--- config.mk ---
export PLATFORM = sky130hd
export DESIGN_NAME = etc_frame_buffer
export DESIGN_NICKNAME = d
export VERILOG_FILES = /design/src/rtl/etc_frame_buffer.sv
export SDC_FILE = /design/constraint.sdc
export NUM_CORES = 1
export LEC_CHECK = 0
export CORE_MARGIN = 3
export CORE_UTILIZATION = 34
export CTS_CLUSTER_SIZE = 14
export DETAILED_ROUTE_END_ITERATION = 16
export HOLD_SLACK_MARGIN = 0.05
export PLACE_DENSITY = 0.75
export REMOVE_ABC_BUFFERS = 1
export SETUP_SLACK_MARGIN = 0.4
export SLEW_MARGIN = 5
export SYNTH_ARGS = -nofsm -noshare
export SYNTH_HDL_FRONTEND = slang
export SYNTH_SLANG_ARGS = --single-unit
--- constraint.sdc ---
create_clock -name sclk -period 1.69 [get_ports sclk]
set_input_delay 0.169 -clock sclk [delete_from_list [all_inputs] [get_ports sclk]]
set_output_delay 0.169 -clock sclk [all_outputs]
set_load 0.005 [all_outputs]
--- src/rtl/etc_frame_buffer.sv ---
// etc_frame_buffer
//   Double-buffered frame store between an ETC2 block decoder and a raster
//   display. Decoded pixels arrive in 4x4 block order and are written into the
//   back bank of an external RAM in raster order. The display reads the front
//   bank. Banks swap on vsync once a full frame has been written.
//
// Ports
//   sclk, rsrt            : clock, synchronous active-low reset
//   pix_valid/pix_ready   : decoded-pixel handshake; r, g, b pixel colour
//   ram_we/waddr/wdata    : RAM write port (combinational on acceptance)
//   ram_raddr/ram_rdata   : RAM read port, data one cycle after address
//   disp_vsync            : frame boundary from the display
//   disp_en/disp_x/disp_y : display pixel request
//   rgb_out/rgb_out_valid : display pixel result
//   frame_done            : pulse on acceptance of the last pixel of a frame
//   back_bank             : bank currently being written
module etc_frame_buffer #(
   parameter int  IMG_W   = 128,
   parameter int  IMG_H   = 128,
   parameter int  PIX_FMT = 0,
   localparam int XW      = $clog2(IMG_W),
   localparam int YW      = $clog2(IMG_H),
   localparam int ADDR_W  = 1 + YW + XW,
   localparam int DATA_W  = (PIX_FMT == 1) ? 24 : 16
) (
   input  logic              sclk,
   input  logic              rsrt,
   input  logic              pix_valid,
   output logic              pix_ready,
   input  logic [7:0]        r,
   input  logic [7:0]        g,
   input  logic [7:0]        b,
   output logic              ram_we,
   output logic [ADDR_W-1:0] ram_waddr,
   output logic [DATA_W-1:0] ram_wdata,
   output logic [ADDR_W-1:0] ram_raddr,
   input  logic [DATA_W-1:0] ram_rdata,
   input  logic              disp_vsync,
   input  logic              disp_en,
   input  logic [XW-1:0]     disp_x,
   input  logic [YW-1:0]     disp_y,
   output logic [DATA_W-1:0] rgb_out,
   output logic              rgb_out_valid,
   output logic              frame_done,
   output logic              back_bank
);

   // Block counters keep at least one bit so a 4-pixel-wide image still
   // elaborates; the wrap compare against *_MAX handles that case.
   localparam int BXW = (XW > 2) ? XW - 2 : 1;
   localparam int BYW = (YW > 2) ? YW - 2 : 1;
   localparam logic [BXW-1:0] BX_MAX = BXW'(IMG_W / 4 - 1);
   localparam logic [BYW-1:0] BY_MAX = BYW'(IMG_H / 4 - 1);

   typedef enum logic {
      S_FILL = 1'b0,
      S_HOLD = 1'b1
   } state_t;

   state_t            state_q;
   logic              back_bank_q;
   logic              has_frame_q;
   logic [3:0]        p_q, p_d;
   logic [BXW-1:0]    bx_q, bx_d;
   logic [BYW-1:0]    by_q, by_d;
   logic              accept;
   logic              last_pix;
   logic [XW-1:0]     wr_col;
   logic [YW-1:0]     wr_row;

   // Read pipeline: stage 1 holds the registered address, stage 2 waits for
   // the RAM, then rgb_out captures the data.
   logic [ADDR_W-1:0] raddr_q, raddr_d;
   logic              rd_v1_q, rd_v1_d;
   logic              rd_blank1_q, rd_blank1_d;
   logic              rd_v2_q, rd_v2_d;
   logic              rd_blank2_q, rd_blank2_d;
   logic [DATA_W-1:0] rgb_out_q, rgb_out_d;
   logic              rgb_valid_q, rgb_valid_d;

   assign pix_ready = (state_q == S_FILL);
   assign accept    = pix_valid & pix_ready;
   assign last_pix  = (p_q == 4'hF) && (bx_q == BX_MAX) && (by_q == BY_MAX);

   // Within a 4x4 block, p[1:0] is the column and p[3:2] the row.
   assign wr_col = (XW'(bx_q) << 2) | XW'(p_q[1:0]);
   assign wr_row = (YW'(by_q) << 2) | YW'(p_q[3:2]);

   assign ram_we     = accept;
   assign ram_waddr  = {back_bank_q, wr_row, wr_col};
   assign frame_done = accept & last_pix;
   assign back_bank  = back_bank_q;
   assign ram_raddr  = raddr_q;
   assign rgb_out    = rgb_out_q;
   assign rgb_out_valid = rgb_valid_q;

   generate
      if (PIX_FMT == 1) begin : g_rgb888
         assign ram_wdata = {r, g, b};
      end else begin : g_rgb565
         logic unused_low_bits;
         assign ram_wdata       = {r[7:3], g[7:2], b[7:3]};
         assign unused_low_bits = ^{r[2:0], g[1:0], b[2:0]};
      end
   endgenerate

   always_comb begin
      p_d  = p_q;
      bx_d = bx_q;
      by_d = by_q;
      if (accept) begin
         p_d = p_q + 4'd1;
         if (p_q == 4'hF) begin
            if (bx_q == BX_MAX) begin
               bx_d = '0;
               by_d = (by_q == BY_MAX) ? '0 : by_q + BYW'(1);
            end else begin
               bx_d = bx_q + BXW'(1);
            end
         end
      end
   end

   always_ff @(posedge sclk) begin
      if (!rsrt) begin
         p_q  <= '0;
         bx_q <= '0;
         by_q <= '0;
      end else begin
         p_q  <= p_d;
         bx_q <= bx_d;
         by_q <= by_d;
      end
   end

   // Bank control. vsync only matters once a complete frame is waiting, so a
   // vsync on the same cycle as the last pixel is deliberately not honoured.
   always_ff @(posedge sclk) begin
      if (!rsrt) begin
         state_q     <= S_FILL;
         back_bank_q <= 1'b0;
         has_frame_q <= 1'b0;
      end else begin
         case (state_q)
            S_FILL: begin
               if (accept && last_pix) begin
                  state_q <= S_HOLD;
               end
            end
            S_HOLD: begin
               if (disp_vsync) begin
                  state_q     <= S_FILL;
                  back_bank_q <= ~back_bank_q;
                  has_frame_q <= 1'b1;
               end
            end
            default: state_q <= S_FILL;
         endcase
      end
   end

   // The blanking decision travels with each request so that a swap landing
   // mid-pipeline cannot change the meaning of a read already issued.
   always_comb begin
      raddr_d     = disp_en ? {~back_bank_q, disp_y, disp_x} : raddr_q;
      rd_v1_d     = disp_en;
      rd_blank1_d = ~has_frame_q;
      rd_v2_d     = rd_v1_q;
      rd_blank2_d = rd_blank1_q;
      rgb_valid_d = rd_v2_q;
      rgb_out_d   = rgb_out_q;
      if (rd_v2_q) begin
         rgb_out_d = rd_blank2_q ? '0 : ram_rdata;
      end
   end

   always_ff @(posedge sclk) begin
      if (!rsrt) begin
         raddr_q     <= '0;
         rd_v1_q     <= 1'b0;
         rd_blank1_q <= 1'b1;
         rd_v2_q     <= 1'b0;
         rd_blank2_q <= 1'b1;
         rgb_out_q   <= '0;
         rgb_valid_q <= 1'b0;
      end else begin
         raddr_q     <= raddr_d;
         rd_v1_q     <= rd_v1_d;
         rd_blank1_q <= rd_blank1_d;
         rd_v2_q     <= rd_v2_d;
         rd_blank2_q <= rd_blank2_d;
         rgb_out_q   <= rgb_out_d;
         rgb_valid_q <= rgb_valid_d;
      end
   end

endmodule

Yosys cells after proc, flatten, opt, wreduce, memory -nomap -nowiden
Cells that the tools add are included.

Bits in registers: 53. Input bits: 59. Output and inout port bits: 67. Word-level logic and storage cells: 38.

$add $sub $neg: 3. Equal/unequal tests: 3. Muxes and demuxes: 6. Bitwise operators: 7. Reductions and logical operators: 6.

Operators by type and width (count): 16-bit two-way mux (1); 7-bit by 2-bit bitwise OR with 7-bit output (2); 5-bit by 1-bit adder with 5-bit output (second input constant) (2); 5-bit == test (second input constant) (2); 5-bit two-way mux (2); 4-bit by 1-bit adder with 4-bit output (second input constant) (1); 4-bit == test (second input constant) (1); 2-bit AND reduction (2); 1-bit logical AND (3); 1-bit NOT (3); 3-bit AND reduction (1); 1-bit AND (2); 1-bit two-way mux (2); 1-bit case mux with 2 select lines (1).

Logic depth before layout (Yosys ltp)
Depth after elaboration: 6. Depth in mapped cells: 6. Depth with buffers taken out: 6.

Worst setup path before layout
No wires, ideal clock.

Kind: flip-flop to flip-flop. Start point: register bx_q[0]. End point: register by_q[3]. Setup time: 0.139 ns. Arrival time: 1.626 ns. Required time: 1.551 ns. Slack: -0.075 ns. Stages on the path, launching flop included: 7. Buffers on the path: 0. Period minus slack after synthesis: 1.765 ns. Path through: dfxtp_1 > ha_1 > and3_1 > ha_1 > nand4b_4 > o311ai_0 > o41ai_2.

Word-level cells in the longest chain between the ends: 2.

RTL lines: from (decl) (line 64) `logic [BXW-1:0] bx_q, bx_d;`; from (signal assigned) (line 127) `bx_q <= '0;`; from (signal assigned) (line 131) `bx_q <= bx_d;`; 5-bit == test (line 114) `if (bx_q == BX_MAX) begin`; 3-bit AND reduction (no source line); to (signal assigned) (line 132) `by_q <= by_d;`; to (decl) (line 65) `logic [BYW-1:0] by_q, by_d;`.

Every way passes these cells. A chain may end at the register's enable or synchronous reset.

Final worst setup path
Start point: register bx_q[1]. End point: output frame_done.

Word-level cells in the longest chain between the ends: 4.

RTL lines: 5-bit == test (line 83) `assign last_pix = (p_q == 4'hF) && (bx_q == BX_MAX) && (by_q == BY_MAX);`; 1-bit logical AND (2 in a row) (line 83); 1-bit AND (line 91) `assign frame_done = accept & last_pix;`; to (decl) (line 44) `output logic frame_done,`.

Every way passes these cells.

==> results_dict.tcl <==
set metrics [dict create \
    power.leakage_nw 1.65 \
    postRouteAntennaNets 0 \
    whs_endpoint "ram_wdata[0]" \
    holdPathStages 0 \
    root_buffer "clkbuf_8" \
    wl_um 6100 \
    holdBufCountCts 0 \
    relSlewSlack_pct 67.9 \
    syn_inst 233 \
    synth_area_um2 2230 \
    htreeDepth 2 \
    grt_usage_pct 15.5 \
    status "complete, but fails checks" \
    die-height_um 86.9 \
    rrSetupSlack_ps -80 \
    cts.sinks 53 \
    fin_area_um2 3430 \
    worstSetupPathType "reg -> out" \
    fin_ws_ps -83.7 \
    synth_cell_types 38 \
    pre_cts_ws_ps -218 \
    yosys.area.top_type_share_pct 47.7 \
    multiInputGateArea_um2 1070 \
    violations "setup timing" \
    required_ps 1520 \
    cts_tree "yes" \
    dp_hpwl_um 4250 \
    hold_ws_ps 338 \
    min-delay-start "b[3]" \
    syn_avg_cell_area_um2 9.55 \
    firstDrtPassIters 4 \
    ios 126 \
    synth_seq_area_share_pct 47.7 \
    yosys.area.top_type "dfxtp_1" \
    clk-insertion-delay-late_ps 300 \
    ys_warn_count 0 \
    finalHoldViolCount 0 \
    rows 28 \
    grt_pass1_wl_um 9280 \
    fillers 562 \
    irDropWorstVdd_mv 0.373 \
    gr-total-overflow 0 \
    drc 0 \
    timing.rr.end "by_q[3]" \
    dpl_cell_area_um2 3210 \
    fin_crit_sh_pct 105 \
    min_period_ps 1770 \
    grt_max_degree 19 \
    crit_path_end_kind "primary output" \
    yosys-top-cells-area "dfxtp_1, mux2i_1, nor2_1, buf_4, a21oi_1" \
    cts_buffer_depth 2 \
    vias 1980 \
    viasPerCell 4.85 \
    setup_viol 3 \
    worstPathArrival_ps 1600 \
    slew_viol_final 0 \
    max_freq_mhz 564 \
    antenna_found_initial 0 \
    holdCritPathClass "in -> out" \
    finClkSkew_ps 6.79 \
    cp_max_fo 2 \
    power.density_nw_per_um2 671 \
    worst_pin_slew_ps 481 \
    clkTransAtPathRegs_ps 100 \
    rsz0062_at_grt "yes" \
    r2r_start "bx_q[1]" \
    cts_buffers 5 \
    cap_viol_max_count 0 \
    setup_tns_ps -189 \
    start_kind "register" \
    stdcell_count 408 \
    core_area_um2 6130 \
    grt_pass1_vias 1882 \
    io_buffers 85 \
    gp_congestion 0.837 \
    start_util_pct 36.3 \
    first_iter_violations 92 \
    antenna_cells 0 \
    dieWidth_um 86.9 \
    place_inst 392 \
    syn_to_final_growth_pct 54.2 \
    final-seq-area_um2 1100 \
    die_area_um2 7550 \
    ys_seq_elements 53 \
    worst-r2r-cell-count 7 \
    drive_gt1_share_pct 28.5 \
    fin_nets 396 \
    wl_per_cell_um 14.9 \
]
-- sequential cells by signal, summed over array words and instances (netlist names), 4 cells and up --
signal     cells
rgb_out       16
p_q            4
by_q           5
bx_q           5
ram_raddr     15
-- power by group --
part           switching [mW]  internal, mW
registers              0.0134          1.28
clock network           0.431         0.338
logic                  0.0961         0.146
total                   0.541          1.76
-- worst max-delay path by stage --
stage / startpoint / to / slack, ps / depth (start not counted)
3_5_place_dp: bx_q[0] / frame_done / -220 / 6
4_1_cts: bx_q[0] / frame_done / -90 / 6
3_3_place_gp: bx_q[0] / frame_done / -200 / 6
6_report: bx_q[1] / frame_done / -80 / 6
5_1_grt: bx_q[1] / frame_done / -150 / 6
2_1_floorplan: bx_q[0] / by_q[3] / -80 / 6
-- cell usage in the layout, fill, tap and decap left out, drive strengths merged, types with 2 or more instances in the layout --
cell | Yosys | layout
dfxtp | 53 | 53
dlygate4sd2 | 0 | 46
nor2 | 38 | 38
clkdlybuf4s50 | 0 | 35
buf | 24 | 35
a21oi | 22 | 22
mux2i | 15 | 15
nor2b | 15 | 15
o21ai | 7 | 7
clkbuf | 3 | 6
nand3b | 5 | 6
ha | 5 | 5
and2 | 4 | 4
nand3 | 4 | 4
o311ai | 4 | 4
nand2 | 4 | 4
inv | 3 | 4
and3 | 3 | 3
or3 | 3 | 3
a31oi | 2 | 2
o41ai | 2 | 2
o211ai | 2 | 2
o31ai | 2 | 2
xor2 | 2 | 2
nand2b | 2 | 2
clkdlybuf4s15 | 0 | 2
and2b | 2 | 2
-- worst max-delay path: stages, from the launching register on --
cell and delay [ps]:
dfxtp_2 370, ha_4 130, and3_4 180, ha_4 120, and4b_2 220, and3_4 190
buf_6 90
-- cells by family (layout without fill, tap and decap cells) --
family                   count (synthesis)  count (layout)  synth area share [%]
buffers and inverters                   30             129                  8.09
flip-flops                              53              53                  47.7
AO/OA/AOI/OAI                           43              43                  12.4
multiplexers                            15              15                  6.75
AND/OR/NAND/NOR                         84              85                  21.1
XOR/XNOR                                 3               3                  1.18
adder cells (fa/ha/maj)                  5               5                  2.81
-- repair_timing --
item | in CTS | in global routing
gates cloned | 0 | 1
setup buffers | 4 | 3
setup endpoints to repair | 61 | 19
pin swaps | 5 | 4
resized for setup | 103 | 9
-- final cells by class --
cell class | instances | area share [%]
tap | 75 | 2.73
sequential | 53 | 32.0
clock buffer | 6 | 2.41
timing repair buffer | 118 | 30.8
clock inverter | 2 | 0.474
multi-input combinational | 151 | 31.2
inverter | 3 | 0.328
-- synth_stat cells, drive strengths merged --
cell type,instances
dfxtp,53
nor2,38
buf,24
a21oi,22
mux2i,15
nor2b,15
o21ai,7
ha,5
nand3b,5
and2,4
nand2,4
nand3,4
o311ai,4
and3,3
clkbuf,3
inv,3
or3,3
a31oi,2
and2b,2
nand2b,2
o211ai,2
o31ai,2
o41ai,2
xor2,2
a211oi,1
and4b,1
nand4,1
nand4b,1
o21a,1
or4,1
xnor2,1
-- per-layer routing --
metal | wire length (um) | vias to the layer above | share of wire [%] | track usage (%)
met5 | 0 | - | 0 | 2.80
met4 | 55 | 0 | 0.90 | 3.68
met3 | 443 | 8 | 7.3 | 6.24
met2 | 2850 | 69 | 47 | 23.9
met1 | 2750 | 918 | 45 | 20.1
li1 | - | 985 | - | -
-- metrics by stage --
step	power (mW)	utilization, %
after floorplan	1.39	-
after global placement	1.57	52.3
after detailed placement	1.58	52.3
after CTS	2.33	54.9
after global routing	2.42	56.0
final	2.31	56.0
Note: power is estimated with default switching activity, not from simulation.
